[src/rtl/cube_frame_loader_if.sv]
// Byte-stream handshake into the cube frame loader.
// A byte transfers on a rising clock edge where in_valid and in_ready are both high.
interface cube_frame_loader_if;
    logic [7:0] in_data;
    logic       in_valid;
    logic       in_ready;

    modport master (output in_data, output in_valid, input in_ready);
    modport slave  (input in_data, input in_valid, output in_ready);
endinterface

[src/rtl/cube_frame_loader.sv]
// Write side of the LED-cube frame buffer: assembles SYNC + 64 data + XOR checksum packets
// into a back buffer and commits them whole to the front buffer only when the checksum matches.
module cube_frame_loader #(
    parameter logic [7:0]  SYNC_BYTE = 8'hA5,
    parameter int unsigned TIMEOUT   = 50000
) (
    input  logic                  clk,
    input  logic                  rst,
    cube_frame_loader_if.slave    in_if,
    output logic [511:0]          frame_cube_flat,
    output logic                  frame_swap,
    output logic                  err_chk,
    output logic                  err_timeout
);

    localparam int TW = (TIMEOUT < 2) ? 1 : $clog2(TIMEOUT + 1);

    typedef enum logic [1:0] {HUNT, DATA, CHECK, COMMIT} state_t;

    state_t         state;
    logic [511:0]   back;
    logic [5:0]     idx;
    logic [7:0]     xacc;
    logic [TW-1:0]  tcnt;
    logic           accept;
    logic           timeout_hit;

    assign in_if.in_ready = (state != COMMIT);
    assign accept         = in_if.in_valid & in_if.in_ready;
    // Fires on the TIMEOUT-th idle edge after the last accepted byte; an accept on that edge wins.
    assign timeout_hit    = (TIMEOUT != 0) && (tcnt == TW'(TIMEOUT - 1));

    always_ff @(posedge clk or negedge rst) begin
        if (!rst) begin
            state           <= HUNT;
            back            <= '0;
            idx             <= '0;
            xacc            <= '0;
            tcnt            <= '0;
            frame_cube_flat <= '0;
            frame_swap      <= 1'b0;
            err_chk         <= 1'b0;
            err_timeout     <= 1'b0;
        end else begin
            frame_swap  <= 1'b0;
            err_chk     <= 1'b0;
            err_timeout <= 1'b0;
            case (state)
                HUNT: begin
                    if (accept && in_if.in_data == SYNC_BYTE) begin
                        idx   <= '0;
                        xacc  <= '0;
                        tcnt  <= '0;
                        state <= DATA;
                    end
                end
                DATA: begin
                    if (accept) begin
                        back[{idx, 3'b000} +: 8] <= in_if.in_data;
                        xacc <= xacc ^ in_if.in_data;
                        tcnt <= '0;
                        idx  <= idx + 6'd1;
                        if (idx == 6'd63) begin
                            state <= CHECK;
                        end
                    end else if (timeout_hit) begin
                        tcnt        <= '0;
                        err_timeout <= 1'b1;
                        state       <= HUNT;
                    end else begin
                        tcnt <= tcnt + TW'(1);
                    end
                end
                CHECK: begin
                    if (accept) begin
                        tcnt <= '0;
                        if (in_if.in_data == xacc) begin
                            state <= COMMIT;
                        end else begin
                            err_chk <= 1'b1;
                            state   <= HUNT;
                        end
                    end else if (timeout_hit) begin
                        tcnt        <= '0;
                        err_timeout <= 1'b1;
                        state       <= HUNT;
                    end else begin
                        tcnt <= tcnt + TW'(1);
                    end
                end
                COMMIT: begin
                    frame_cube_flat <= back;
                    frame_swap      <= 1'b1;
                    state           <= HUNT;
                end
                default: state <= HUNT;
            endcase
        end
    end

endmodule
[src/flat_wrapper.sv]
// flat-port wrapper written by rule: the top's interface ports become plain ports
module cube_frame_loader_flat 
#(
    parameter logic [7:0]  SYNC_BYTE = 8'hA5,
    parameter int unsigned TIMEOUT   = 50000
)
  (clk, rst, frame_cube_flat, frame_swap, err_chk, err_timeout, in_if_in_data, in_if_in_valid, in_if_in_ready);
  cube_frame_loader_if in_if_i ();
  input  logic clk;
  input  logic rst;
  output logic [511:0] frame_cube_flat;
  output logic frame_swap;
  output logic err_chk;
  output logic err_timeout;
  input wire logic [$bits(in_if_i.in_data)-1:0] in_if_in_data;
  input wire logic [$bits(in_if_i.in_valid)-1:0] in_if_in_valid;
  output wire logic [$bits(in_if_i.in_ready)-1:0] in_if_in_ready;
  assign in_if_i.in_data = in_if_in_data;
  assign in_if_i.in_valid = in_if_in_valid;
  assign in_if_in_ready = in_if_i.in_ready;
  cube_frame_loader #(.SYNC_BYTE(SYNC_BYTE), .TIMEOUT(TIMEOUT)) u_core (.clk(clk), .rst(rst), .in_if(in_if_i), .frame_cube_flat(frame_cube_flat), .frame_swap(frame_swap), .err_chk(err_chk), .err_timeout(err_timeout));
endmodule
[config.mk]
export PLATFORM = sky130hd
export DESIGN_NAME = cube_frame_loader_flat
export DESIGN_NICKNAME = d
export VERILOG_FILES = /design/src/rtl/cube_frame_loader_if.sv /design/src/rtl/cube_frame_loader.sv /design/src/flat_wrapper.sv
export SDC_FILE = /design/constraint.sdc
export NUM_CORES = 2
export LEC_CHECK = 0
export ABC_AREA = 1
export CAP_MARGIN = 20
export CORE_ASPECT_RATIO = 1.1
export CORE_UTILIZATION = 50
export CTS_CLUSTER_DIAMETER = 60
export DETAILED_ROUTE_END_ITERATION = 6
export HOLD_SLACK_MARGIN = 0.12
export PLACE_DENSITY = 0.76
export SETUP_SLACK_MARGIN = 0.2
export SKIP_CTS_REPAIR_TIMING = 1
export SLEW_MARGIN = 20
export SYNTH_ARGS = -nofsm -noshare
export SYNTH_HDL_FRONTEND = slang
export SYNTH_SLANG_ARGS = --single-unit
[constraint.sdc]
create_clock -name clk -period 2 [get_ports clk]
set_input_delay 0.4 -clock clk [delete_from_list [all_inputs] [get_ports clk]]
set_output_delay 0.4 -clock clk [all_outputs]
set_load 0.01 [all_outputs]
# Word level (Yosys, flattened, before mapping)

Cells that the tools add are included.

Logic and storage cells: 61
Register bits: 1059

Eq/ne operators: 11
Muxes and demuxes: 25
Reduce and logical (&&, ||, !) cells: 9
Bitwise gates (word level): 2
Shift operators: 2
Add/subtract/negate cells: 3

Operators by type and width:

| cell                                                                      | count |
|---|---|
| 512-bit bitwise mux                                                       | 1 |
| 8-bit by 11-bit variable shift with 512-bit output (first input constant) | 1 |
| 8-bit by 11-bit indexed part select with 512-bit output                   | 1 |
| 16-bit 2-to-1 mux                                                         | 3 |
| 16-bit one-hot mux with 2 select lines                                    | 1 |
| 16-bit by 1-bit adder with 16-bit output (second input constant)          | 1 |
| 16-bit equality test (second input constant)                              | 1 |
| 8-bit 2-to-1 mux                                                          | 2 |
| 8-bit one-hot mux with 2 select lines                                     | 1 |
| 2-bit 2-to-1 mux                                                          | 6 |
| 6-bit 2-to-1 mux                                                          | 2 |
| 6-bit one-hot mux with 2 select lines                                     | 1 |
| 9-bit negator with 11-bit output                                          | 1 |
| 8-bit equality test                                                       | 1 |
| 8-bit equality test (second input constant)                               | 1 |
| 2-bit one-hot mux with 4 select lines                                     | 1 |
| 8-bit XOR                                                                 | 1 |
| 1-bit 2-to-1 mux                                                          | 7 |
| 6-bit by 1-bit adder with 6-bit output (second input constant)            | 1 |
| 6-bit equality test (second input constant)                               | 1 |
| 2-bit AND reduction                                                       | 3 |
| 2-bit equality test (second input constant)                               | 2 |
| 2-bit by 1-bit != test with 1-bit output (second input constant)          | 2 |
| 2-bit nonzero test                                                        | 2 |
| 8 further kinds                                                           | 8 |

# Depth between registers and ports, before layout

Depth in word-level cells: 5
Mapped depth: 14

# Worst setup path after synthesis

OpenSTA, ideal clock, no wires.

Path kind: register -> register
Start point: register u_core.idx[0]
End point: register u_core.back[432]
Required time: 1880 ps
Path slack: -202 ps
Library setup time: 120 ps
Buffers on the path: 2
Stages on the path, launching flop included: 14
Data arrival time: 2082 ps
Cell sequence: dfrtp_1 > inv_2 > ha_1 > inv_1 > nor2_1 > nor2_4 > inv_2 > buf_4 > nand4_2 > nor2_1 > nand2_1 > clkbuf_1 > o21ai_0 > inv_1

Cells in the longest elaborated chain, start to end: 3
Elaborated cells on any way between the ends: 4

Ends and longest elaborated chain:

| element                                                                                                                       | line                    | RTL |
|---|---|---|
| from (decl)                                                                                                                   | cube_frame_loader.sv:22 | `logic [5:0] idx;` |
| from (signal assigned)                                                                                                        | cube_frame_loader.sv:62 | `idx <= idx + 6'd1;` |
| 9-bit negator with 11-bit output (*)                                                                                          | cube_frame_loader.sv:59 | `back[{idx, 3'b000} +: 8] <= in_if.in_data;` |
| 8-bit by 11-bit indexed part select with 512-bit output or 8-bit by 11-bit variable shift with 512-bit output (tied branches) | cube_frame_loader.sv:59 |  |
| 512-bit bitwise mux (*)                                                                                                       | cube_frame_loader.sv:59 |  |
| to (signal, indexed assignment)                                                                                               | cube_frame_loader.sv:59 |  |
| to (decl)                                                                                                                     | cube_frame_loader.sv:21 | `logic [511:0] back;` |

Mark *: on every way between the ends. The rest lies on a longest branch, timed or not.
A chain may end at the register's enable or synchronous reset.

# Worst setup path in the final report

Start point: register u_core.idx[1]
End point: register u_core.back[387]

Same word-level chain as after synthesis.

==> results by group <==
Place
  • Cell total after placement: roughly 6,300
  • IO Port Bufs: between 500 and 600
  • Cell Area, Placed: approximately 50,000 um^2
  • Gpl congestion: between 0.9 and 1
  • DP Wirelength: a little over 90,000 um

Logic synthesis
  • Top-area cell type share of the netlist area: 64.35%
  • YS warnings: 0
  • Number of synthesized flops with an enable pin: 0
  • Register bit total from synthesis: roughly 1,100
  • Cells after Synth: 4,652
  • Seq/Total Area, Yosys: between 60 and 70%
  • Fraction of registers with async set/reset: 100.0%
  • Mapped cell area: a little over 40,000 um^2
  • Distinct cells, synth: 29
  • Post-Syn Nets: between 4,000 and 5,000
  • Top cells by area, synth: dfrtp_1, nand2_1, o21ai_0
  • Synth Flop Type: dfrtp_1
  • Post-synth top area cell: dfrtp_1
  • Mean Syn Cell Area: 8.853 um^2

Layout
  • Area of the multi-input gates: 14,150 um^2
  • Proportion of layout cells with a drive suffix above 1: between 10 and 15%
  • Most common cell after layout, fill and taps aside: nand2_1
  • Area Growth Syn to Fin: 32.79%
  • Filler Cell Count: roughly 6,300
  • Design area: 54,690 um^2
  • FF/Latch Area: ~27,000 um^2
  • Commonest cells after routing, fill and taps aside: nand2_1, dfrtp_1, clkdlybuf4s50_1, o21ai_0, buf_4
  • Total Nets Final: 5,390
  • Non-filler cells, final: 6,522

Clocking
  • Worst skew pair latency: roughly 680 ps
  • Reg clk slew, reported paths: 60 ps
  • CTS Buffer Depth: 3
  • H-tree Lvls: 3
  • Clock Tree Root: clkbuf_16
  • Num CTS Buffers: slightly above 100
  • Clock sink count: roughly 1,100
  • CTS tree: done

Min path
  • Hold depth: 3
  • Hold crit path type: in -> reg

Detailed routing
  • Routed Wire Length: roughly 130,000 um
  • Vias post-DR: around 35,000
  • Routed WL per cell: 20.23 um
  • Post-DRT Antenna Nets: 0
  • DRC Markers: 0
  • Drt pass-1 iters: 6
  • DR iter-0 viols: approximately 3,500
  • Vias per cell: between 5 and 6

Timing
  • FMAX: roughly 0.46 GHz
  • Final setup vio count: between 600 and 700
  • Hold Fails Final Rpt: 0
  • Layout Skew: approximately 23 ps
  • Final TNS setup: -29,280 ps
  • Unrepaired setup endpoints after global routing: yes
  • Actual slew at the worst max-slew pin: roughly 800 ps
  • Relative slew margins: about 47%
  • Setup ws final: -192.6 ps
  • Tcrit/Tclk final: 109.6%
  • Max-slew violation count: 0
  • Fin crit period: approximately 2200 ps

Global routing
  • Initial antenna violation count: 2
  • Vias in the first global route: 34,126
  • First-pass GRT wire length: ~200,000 um
  • GRT Overall Usage: around a third
  • GRT overflow: 0
  • Largest net degree at the start of global routing: ~190

Setup path
  • WP buf/inv: 6
  • Crit-path max FO: 8
  • Crit. End Element: flip-flop
  • CP max stage delay: about 390 ps
  • Startpoint types: flip-flop
  • Crit path required time: 2550 ps
  • CP delay by family, top: buffers and inverters
  • Worst path slowest cell: dfrtp_1
  • Crit path DAT: 2750 ps
  • Worst Reg-to-Reg Cells: 13
  • Critical-path cell list: inv_2 -> buf_6 -> nand3_4 -> xor2_4 -> buf_6 -> nor2_4 -> inv_4 -> buf_6 -> nor2_4 -> nand3_2 -> buf_12 -> nand2_1 -> nand2_1
  • CP Class: reg -> reg
  • Critical Path Stages: 13
  • Most common cell on crit path: buf_6

Floorplanning
  • Area of the core: between 80,000 and 90,000 um^2
  • Die H: between 300 and 400 um
  • IO Pins: between 500 and 600
  • FP Rows: 110
  • Die ar.: around 84,000 um^2
  • Chip Width: roughly 280 um
  • Initial Util: between 50% and 60%

Run status
  • Outcome: finished with violations
  • Violated checks: negative setup slack

Pwr
  • Pwr dens: around 1200 nW/um^2
  • Pwr Total: about 0.065 W
  • LEAKAGE: around 28 nW
  • Peak VDD IR: 0.6976 mV

Flow run
  • Max-cap viol count: 0
report_power, final:
group | internal [W] | switching, W
logic | 0.00728 | 0.0108
clock network | 0.0122 | 0.00840
registers | 0.0245 | 0.00206
registers in the layout (all words and copies together) (netlist names), 2 cells and up:
signal                  cells
u_core.idx                  6
u_core.back               512
u_core.tcnt                16
u_core.xacc                 8
u_core.state                2
u_core.frame_cube_flat    512
metrics by stage:
step | setup WS [ps] | hold slack (ps) | utilization [%]
2_1_floorplan | 11.79 | 104.4 | -
3_3_place_gp | -221.4 | 311.2 | 61.28
3_5_place_dp | -259.4 | 306.8 | 61.28
4_1_cts | -428.4 | -408.3 | 65.68
5_1_grt | -245.5 | 166.8 | 66.89
6_report | -192.6 | 174.0 | 66.89
worst paths after layout:
kind | start | endpoint | slack, ps
worst max-delay path | u_core.idx[1] | u_core.back[387] | -190
worst min-delay path | in_if_in_data[3] | u_core.back[131] | 170
worst max register to register | u_core.idx[1] | u_core.back[387] | -190
worst min register to register | u_core.frame_cube_flat[462] | u_core.frame_cube_flat[462] | 470
max in group asynchronous | rst | u_core.back[260] | 850
min in group asynchronous | rst | u_core.frame_cube_flat[64] | 260
worst reg2reg max path, cell delays in order, from the launching register on:
cell	delay [ps]
dfrtp_1	390
inv_2	100
buf_6	110
nand3_4	150
xor2_4	260
buf_6	140
nor2_4	110
inv_4	80
buf_6	130
nor2_4	190
nand3_2	140
buf_12	170
nand2_1	70
nand2_1	40
metal layers:
| metal | up-vias | GRT usage (%) | wire (um) |
|---|---|---|---|
| li1 | 15960 | - | - |
| met1 | 17105 | 40.69 | 51940 |
| met2 | 1471 | 49.66 | 62450 |
| met3 | 353 | 5.730 | 9639 |
| met4 | 0 | 18.80 | 7916 |
| met5 | - | 0 | 0 |
logic make-up after synthesis:
kind of cell,Yosys count,share of synthesized area (%)
compound gates,435,5.335
xor+xnor,11,0.2339
buf+inv,377,3.612
simple gates,2760,26.17
flops,1059,64.35
fa+ha+maj,10,0.3038
Yosys cell counts (2+ instances only):
cell	count
nor2_1	108
nor2_4	6
buf_4	7
o21ai_1	34
nand4_1	12
xor2_1	11
nand2_1	2415
buf_1	2
nor2_2	9
o31ai_1	2
nand2_2	6
nand3_1	172
nand3b_1	2
nor3_1	22
nor4_1	2
clkbuf_1	179
nand3_2	3
a21oi_1	16
inv_1	144
o22ai_1	9
buf_2	37
o21ai_0	373
inv_2	8
ha_1	10
dfrtp_1	1059
cell type report:
type / count / share of cell area (%)
Multi-Input combinational cell: 3219 / 25.88
Tap cell: 1064 / 2.434
Antenna cell: 1 / 0.004576
Clock inverter: 45 / 1.080
Inverter: 152 / 1.117
Sequential cell: 1059 / 48.46
Timing Repair Buffer: 834 / 15.52
Clock buffer: 148 / 5.507
Power figures use the tool's default switching activity.
